$ cat src/rtl/pac_pkg.sv
// Shared constants for the bean tracker: maze layout, bean count, FSM encoding
// and the coordinate/score widths used by the tracker and its collision checker.
package pac_pkg;

  // Playfield geometry of the stock layout (16-pixel tiles over 640x480).
  localparam int LAYOUT_COLS = 40;
  localparam int LAYOUT_ROWS = 30;
  localparam int BEAN_BITS   = LAYOUT_COLS * LAYOUT_ROWS;
  localparam int TILE_SHIFT  = 4;

  // Datapath widths.
  localparam int X_W        = 10;  // pixel column
  localparam int Y_W        = 9;   // pixel row
  localparam int IDX_W      = 11;  // flat tile index, also wide enough for the centre column
  localparam int SCORE_W    = 16;
  localparam int LEFT_W     = 11;  // beans remaining
  localparam int NUM_GHOSTS = 4;

  localparam logic [SCORE_W-1:0] SCORE_STEP = 16'd10;
  localparam logic [SCORE_W-1:0] SCORE_MAX  = 16'hFFFF;

  // Game state: PLAY while running, WIN/LOSE are terminal until restart.
  typedef enum logic [1:0] {
    ST_PLAY = 2'd0,
    ST_WIN  = 2'd1,
    ST_LOSE = 2'd2
  } state_t;

  // Maze walls: a solid border plus a regular grid of interior pillars.
  // The border also keeps every bean reachable, since the Pac centre tile
  // can never fall on column 0 or row 0.
  function automatic bit is_wall(int row, int col);
    return (row == 0) || (row == LAYOUT_ROWS - 1) ||
           (col == 0) || (col == LAYOUT_COLS - 1) ||
           ((row % 4 == 2) && (col % 5 == 2));
  endfunction

  // Build the initial bean bitmap: a bean on every non-wall tile.
  function automatic logic [BEAN_BITS-1:0] build_layout();
    logic [BEAN_BITS-1:0] m;
    m = '0;
    for (int r = 0; r < LAYOUT_ROWS; r++) begin
      for (int c = 0; c < LAYOUT_COLS; c++) begin
        m[IDX_W'(r * LAYOUT_COLS + c)] = is_wall(r, c) ? 1'b0 : 1'b1;
      end
    end
    return m;
  endfunction

  // Popcount of a bitmap, walked row by row.
  function automatic logic [LEFT_W-1:0] count_beans(logic [BEAN_BITS-1:0] m);
    int n;
    n = 0;
    for (int r = 0; r < LAYOUT_ROWS; r++) begin
      for (int c = 0; c < LAYOUT_COLS; c++) begin
        if (m[IDX_W'(r * LAYOUT_COLS + c)]) n++;
      end
    end
    return LEFT_W'(n);
  endfunction

  localparam logic [BEAN_BITS-1:0] BEAN_INIT       = build_layout();
  localparam logic [LEFT_W-1:0]    BEAN_INIT_COUNT = count_beans(BEAN_INIT);

endpackage

$ cat src/rtl/ghost_hit.sv
// Combinational Pac/ghost overlap test: both axis distances below HIT_DIST.
module ghost_hit
  import pac_pkg::*;
#(
  parameter int HIT_DIST = 24
) (
  input  logic [X_W-1:0] pac_x,
  input  logic [Y_W-1:0] pac_y,
  input  logic [X_W-1:0] ghost_x,
  input  logic [Y_W-1:0] ghost_y,
  output logic           hit
);

  logic [X_W-1:0] dx;
  logic [Y_W-1:0] dy;

  // Absolute differences on each axis, compared against the hit distance.
  always_comb begin
    dx  = (pac_x >= ghost_x) ? (pac_x - ghost_x) : (ghost_x - pac_x);
    dy  = (pac_y >= ghost_y) ? (pac_y - ghost_y) : (ghost_y - pac_y);
    hit = ({1'b0, dx} < IDX_W'(HIT_DIST)) &&
          ({2'b00, dy} < IDX_W'(HIT_DIST));
  end

endmodule

$ cat src/rtl/bean_tracker.sv
// Bean tracker: on each game tick, detects Pac/ghost collisions, eats the bean
// under the Pac centre tile, keeps score and decides win/lose.
module bean_tracker
  import pac_pkg::*;
#(
  parameter int MAP_COLS = 40,
  parameter int MAP_ROWS = 30,
  parameter int HIT_DIST = 24
) (
  input  logic                 clk,
  input  logic                 rst,
  input  logic                 tick,
  input  logic                 restart,
  input  logic [X_W-1:0]       PacX,
  input  logic [Y_W-1:0]       PacY,
  input  logic [X_W-1:0]       Ghost1X,
  input  logic [X_W-1:0]       Ghost2X,
  input  logic [X_W-1:0]       Ghost3X,
  input  logic [X_W-1:0]       Ghost4X,
  input  logic [Y_W-1:0]       Ghost1Y,
  input  logic [Y_W-1:0]       Ghost2Y,
  input  logic [Y_W-1:0]       Ghost3Y,
  input  logic [Y_W-1:0]       Ghost4Y,
  output logic [BEAN_BITS-1:0] beanmap,
  output logic                 over,
  output logic                 win,
  output logic [SCORE_W-1:0]   score,
  output logic                 eat
);

  // Registered state and its next values.
  state_t               state_reg, state_next;
  logic [BEAN_BITS-1:0] beanmap_reg, beanmap_next;
  logic [LEFT_W-1:0]    beans_left_reg, beans_left_next;
  logic [SCORE_W-1:0]   score_reg, score_next;
  logic                 eat_reg, eat_next;
  logic                 over_reg, win_reg;

  // Ghost positions gathered into arrays so the checkers can be generated.
  logic [X_W-1:0]        ghost_x [NUM_GHOSTS];
  logic [Y_W-1:0]        ghost_y [NUM_GHOSTS];
  logic [NUM_GHOSTS-1:0] hit_vec;
  logic                  any_hit;

  // Tile lookup.
  logic [IDX_W-1:0]     tile_col;
  logic [IDX_W-2:0]     tile_row;
  logic                 in_range;
  logic [IDX_W-1:0]     bean_idx;
  logic                 bean_here;
  logic                 play_tick;
  logic                 eat_fire;
  logic [BEAN_BITS-1:0] clear_mask;
  logic [SCORE_W:0]     score_sum;

  assign ghost_x[0] = Ghost1X;
  assign ghost_x[1] = Ghost2X;
  assign ghost_x[2] = Ghost3X;
  assign ghost_x[3] = Ghost4X;
  assign ghost_y[0] = Ghost1Y;
  assign ghost_y[1] = Ghost2Y;
  assign ghost_y[2] = Ghost3Y;
  assign ghost_y[3] = Ghost4Y;

  // One overlap checker per ghost; any hit ends the game.
  for (genvar gi = 0; gi < NUM_GHOSTS; gi++) begin : g_hit
    ghost_hit #(
      .HIT_DIST (HIT_DIST)
    ) u_ghost_hit (
      .pac_x   (PacX),
      .pac_y   (PacY),
      .ghost_x (ghost_x[gi]),
      .ghost_y (ghost_y[gi]),
      .hit     (hit_vec[gi])
    );
  end

  assign any_hit = |hit_vec;

  // Centre tile of the Pac sprite, its flat index and whether it holds a bean.
  // Off-map tiles force the index to 0 and are masked out by in_range.
  always_comb begin
    tile_col  = (IDX_W'(PacX) + IDX_W'(16)) >> TILE_SHIFT;
    tile_row  = ((IDX_W-1)'(PacY) + (IDX_W-1)'(16)) >> TILE_SHIFT;
    in_range  = (tile_col < IDX_W'(MAP_COLS)) && (tile_row < (IDX_W-1)'(MAP_ROWS));
    bean_idx  = in_range ? (IDX_W'(tile_row) * IDX_W'(MAP_COLS) + tile_col) : '0;
    bean_here = in_range && beanmap_reg[bean_idx];
  end

  // A tick only counts in PLAY and when no restart competes with it;
  // a collision on the same tick suppresses the eat.
  always_comb begin
    play_tick = tick && !restart && (state_reg == ST_PLAY);
    eat_fire  = play_tick && !any_hit && bean_here;
  end

  // One-hot clear of the eaten bean.
  for (genvar gi = 0; gi < BEAN_BITS; gi++) begin : g_clear
    assign clear_mask[gi] = eat_fire && (bean_idx == IDX_W'(gi));
  end

  // FSM next-state: restart from anywhere, collision loses, last bean wins.
  always_comb begin
    state_next = state_reg;
    if (restart) begin
      state_next = ST_PLAY;
    end else if (play_tick) begin
      if (any_hit) begin
        state_next = ST_LOSE;
      end else if (eat_fire && (beans_left_reg == LEFT_W'(1))) begin
        state_next = ST_WIN;
      end
    end
  end

  // Datapath next values: restart reload, or bean clear/score/count on an eat.
  always_comb begin
    beanmap_next    = beanmap_reg;
    beans_left_next = beans_left_reg;
    score_next      = score_reg;
    eat_next        = 1'b0;
    score_sum       = {1'b0, score_reg} + {1'b0, SCORE_STEP};
    if (restart) begin
      beanmap_next    = BEAN_INIT;
      beans_left_next = BEAN_INIT_COUNT;
      score_next      = '0;
    end else if (eat_fire) begin
      beanmap_next = beanmap_reg & ~clear_mask;
      if (beans_left_reg != '0) begin
        beans_left_next = beans_left_reg - LEFT_W'(1);
      end
      score_next = score_sum[SCORE_W] ? SCORE_MAX : score_sum[SCORE_W-1:0];
      eat_next   = 1'b1;
    end
  end

  // FSM state register.
  always_ff @(posedge clk or posedge rst) begin
    if (rst) begin
      state_reg <= ST_PLAY;
    end else begin
      state_reg <= state_next;
    end
  end

  // Datapath and output registers; over/win follow the next state so they
  // rise together with the eat pulse or the collision that caused them.
  always_ff @(posedge clk or posedge rst) begin
    if (rst) begin
      beanmap_reg    <= BEAN_INIT;
      beans_left_reg <= BEAN_INIT_COUNT;
      score_reg      <= '0;
      eat_reg        <= 1'b0;
      over_reg       <= 1'b0;
      win_reg        <= 1'b0;
    end else begin
      beanmap_reg    <= beanmap_next;
      beans_left_reg <= beans_left_next;
      score_reg      <= score_next;
      eat_reg        <= eat_next;
      over_reg       <= (state_next != ST_PLAY);
      win_reg        <= (state_next == ST_WIN);
    end
  end

  assign beanmap = beanmap_reg;
  assign score   = score_reg;
  assign eat     = eat_reg;
  assign over    = over_reg;
  assign win     = win_reg;

endmodule
$ cat config.mk
export PLATFORM = sky130hd
export DESIGN_NAME = bean_tracker
export DESIGN_NICKNAME = d
export VERILOG_FILES = /design/src/rtl/pac_pkg.sv /design/src/rtl/ghost_hit.sv /design/src/rtl/bean_tracker.sv
export SDC_FILE = /design/constraint.sdc
export NUM_CORES = 2
export LEC_CHECK = 0
export BUFFER_PORTS_ARGS = -buffer_cell sky130_fd_sc_hd__buf_2
export CAP_MARGIN = 40
export CORE_ASPECT_RATIO = 0.6
export CORE_MARGIN = 3
export CORE_UTILIZATION = 30
export CTS_BUF_LIST = sky130_fd_sc_hd__clkbuf_8
export DETAILED_ROUTE_END_ITERATION = 8
export MAX_ROUTING_LAYER = met4
export PLACE_DENSITY = 0.6
export SETUP_SLACK_MARGIN = 0.02
export SLEW_MARGIN = 40
export SYNTH_ARGS = -nofsm -noshare
export SYNTH_HDL_FRONTEND = slang
export SYNTH_SLANG_ARGS = --single-unit
$ cat constraint.sdc
create_clock -name clk -period 45.1 [get_ports clk]
set_input_delay 4.51 -clock clk [delete_from_list [all_inputs] [get_ports clk]]
set_output_delay 4.51 -clock clk [all_outputs]
set_load 0.05 [all_outputs]
==> flow_summary.ini <==
[timing]
period_minus_slack_ns = 11.69
tns_ns = 0
worstMarginPinSlew_ns = 0.947
finalCritPeriodShare = 0.259
finalHoldViolCount = 0
relSlewSlack = 0.366
final-setup-viol-count = 0
clock_skew_ns = 0.125
max_freq_ghz = 0.0855
rsz0062_at_grt = no
slew_viol_final = 0

[finish]
fillers = 21400
final_common_cell = buf_2
layout_common_cells = buf_2, nor2_1, a21oi_1
largest_reg_flops = 1200
layout-area-overhead-vs-synth_pct = 22.8
nets = 8003
drive_gt1_frac = 0.392
multiInputGateArea_um2 = 29800
regArea_um2 = 31900

[place]
place_hpwl_mm = 279
port_buffers = 1317
place_congestion = 0.962

[global_route]
grt_pass1_vias = 61100
antenna_found_initial = 50
gr-usage-all-layers = 0.351
grt_max_degree = 158
grt.overflow.total = 0
grt_pass1_wl_mm = 527

[power]
total_power_mw = 2.80
clock_power_share = 0.401
p_int_mw = 1.83
power_leakage_nw = 31.4
ir_worst_vdd_mv = 0.0275
pwr-share-seq = 0.398
p_sw_mw = 0.966
power_frac_comb = 0.201
switching_share = 0.345
powerDensity_nw_per_um2 = 35.4

[synth]
synthCells = 6610
ys_seq_area_frac = 0.496
ys.flop_type = dfstp_2
ys_seq_elements = 1232
synth-edff-count = 0
synthesis.nets = 6872
yosys_warnings = 0
synth-async-reset-ratio = 1.00
syn_area_um2 = 64400
netlist-cell-type-count = 98
synth.avg_cell_area_um2 = 9.74

[run_status]
status = finished, final reports clean

[die]
num_io_pins = 1318
start_util = 0.302
die_y_um = 365
rows = 131
coreArea_um2 = 213000
dieArea_um2 = 220000
die-width_um = 604

[drt]
avgRoutedWirePerCell_um = 36.2
drt-initial-drc-count = 9556
antenna_left = 0
post-route-drc-count = 0
firstDrtPassIters = 6
viasPerCell = 5.98
finalWirelength_mm = 391
vias = 64700

[worst_setup_path]
arrival_ns = 12.46
critPathTopFamily = simple AND/OR/NAND/NOR gates
end_kind = flip-flop
path_class = input pin to flip-flop
crit_chain = buf_8 > nand3_1 > xnor2_1 > ha_4 > buf_12 > inv_6 > nand2_8 > o22ai_1 > o21ai_0 > o21ai_0 > o31ai_1 > nand4_1 > a31oi_2 > or3_1 > and3_4 > buf_12 > buf_16 > a21oi_1
critical_path_required_ns = 45.86
cpPeakStageDelay_ns = 0.83
startpoint_type = input pin
path_max_fanout = 99
cp.buffers_inverters = 5
crit_slowest_cell = and3_4

[clock_tree]
ctsHoldBuffers = 0
postCtsSetupRepairBufs = 0
cts_resized = 0
clk_path_buf_depth = 4
htree_levels = 4
cts_tree = yes
cts_sinks = 1232
numCtsBuffers = 207
clkTransAtPathRegs_ns = 0.06
cts_root_buf = clkbuf_8
clk_latency_ns = 1.00

[run]
drv_cap = 0

[worst_hold_path]
hold_path_class = flip-flop to flip-flop
==> Yosys cell counts, types with 62 or more instances <==
cell / instances / area share
nand2_1: 437 / 0.025
inv_1: 207 / 0.012
ha_1: 161 / 0.031
a31oi_1: 226 / 0.022
nor3_1: 185 / 0.014
mux4_2: 219 / 0.077
clkbuf_1: 320 / 0.019
mux2i_1: 78 / 0.012
mux2_2: 62 / 0.011
a21oi_1: 1108 / 0.086
a311oi_1: 65 / 0.0088
dfrtp_1: 337 / 0.13
nand3_1: 70 / 0.0054
o21ai_0: 112 / 0.0087
nor2_1: 1266 / 0.074
buf_2: 178 / 0.014
dfstp_2: 895 / 0.37
==> layer usage <==
| metal | part of all wire | wire (um) | vias up | GRT usage |
|---|---|---|---|---|
| li1 | - | - | 25900 | - |
| met1 | 0.40 | 155000 | 32900 | 0.453 |
| met2 | 0.42 | 166000 | 4787 | 0.492 |
| met3 | 0.11 | 43400 | 1016 | 0.0986 |
| met4 | 0.069 | 27100 | 0 | 0.199 |
| met5 | 0 | 0 | - | - |
==> power groups by stage <==
| stage | logic (mW) | clock network, mW | registers [mW] |
|---|---|---|---|
| 5_1_grt | 0.576 | 1.18 | 1.11 |
| 6_report | 0.562 | 1.12 | 1.11 |
| 2_1_floorplan | 0.276 | 0 | 1.13 |
| 3_3_place_gp | 0.523 | 0 | 1.13 |
| 4_1_cts | 0.544 | 1.13 | 1.11 |
| 3_5_place_dp | 0.542 | 0 | 1.13 |
==> per-stage QoR <==
stage          setup slack [ns]  hold WS (ns)   util  instances  instance area, um^2
2_1_floorplan              7.36         0.486      -       6610                64400
3_3_place_gp              31.09         0.481  0.345      10400                73500
3_5_place_dp              32.64         0.484  0.349      10400                74300
4_1_cts                   33.66         0.495  0.370      10800                78800
5_1_grt                   33.30         0.503  0.371      10800                79100
6_report                  33.41         0.494  0.371      10800                79100
==> path summary, 6_finish.rpt <==
path,start,end,slack [ns],depth (start not counted)
min reg2reg,beanmap[167]$_DFFE_PP1P_,beanmap[167]$_DFFE_PP1P_,0.49,2
min in group asynchronous,rst,beanmap[400]$_DFFE_PP0P_,3.69,2
max in group asynchronous,rst,beanmap[1086]$_DFFE_PP0P_,36.85,9
max reg2reg,beanmap[845]$_DFFE_PP1P_,beanmap[907]$_DFFE_PP0P_,39.03,14
max,PacX[4],beanmap[907]$_DFFE_PP0P_,33.41,18
min,beanmap[167]$_DFFE_PP1P_,beanmap[167]$_DFFE_PP1P_,0.49,2
==> layout make-up <==
type	instances	share of cell area
Clock buffer	271	0.0472
Timing Repair Buffer	1474	0.106
Antenna cell	33	0.00104
Inverter	208	0.0102
Sequential cell	1232	0.404
Clock inverter	109	0.00951
Tap cell	2859	0.0452
Multi-Input combinational cell	4618	0.377
==> cell families after synthesis <==
| group | after synthesis | share of synthesized area |
|---|---|---|
| flip-flops | 1232 | 0.496 |
| AND/OR/NAND/NOR | 2167 | 0.141 |
| adder cells (fa/ha/maj) | 163 | 0.0319 |
| AO/OA/AOI/OAI | 1872 | 0.172 |
| XOR/XNOR | 56 | 0.00762 |
| buffers and inverters | 760 | 0.0512 |
| multiplexers | 360 | 0.0998 |
==> worst min-delay path, stage by stage, from the launching register on <==
cell and delay (ns):
dfstp_2 0.37, nor2_1 0.08, a21oi_1 0.04
(Power assumes the default switching activity.)
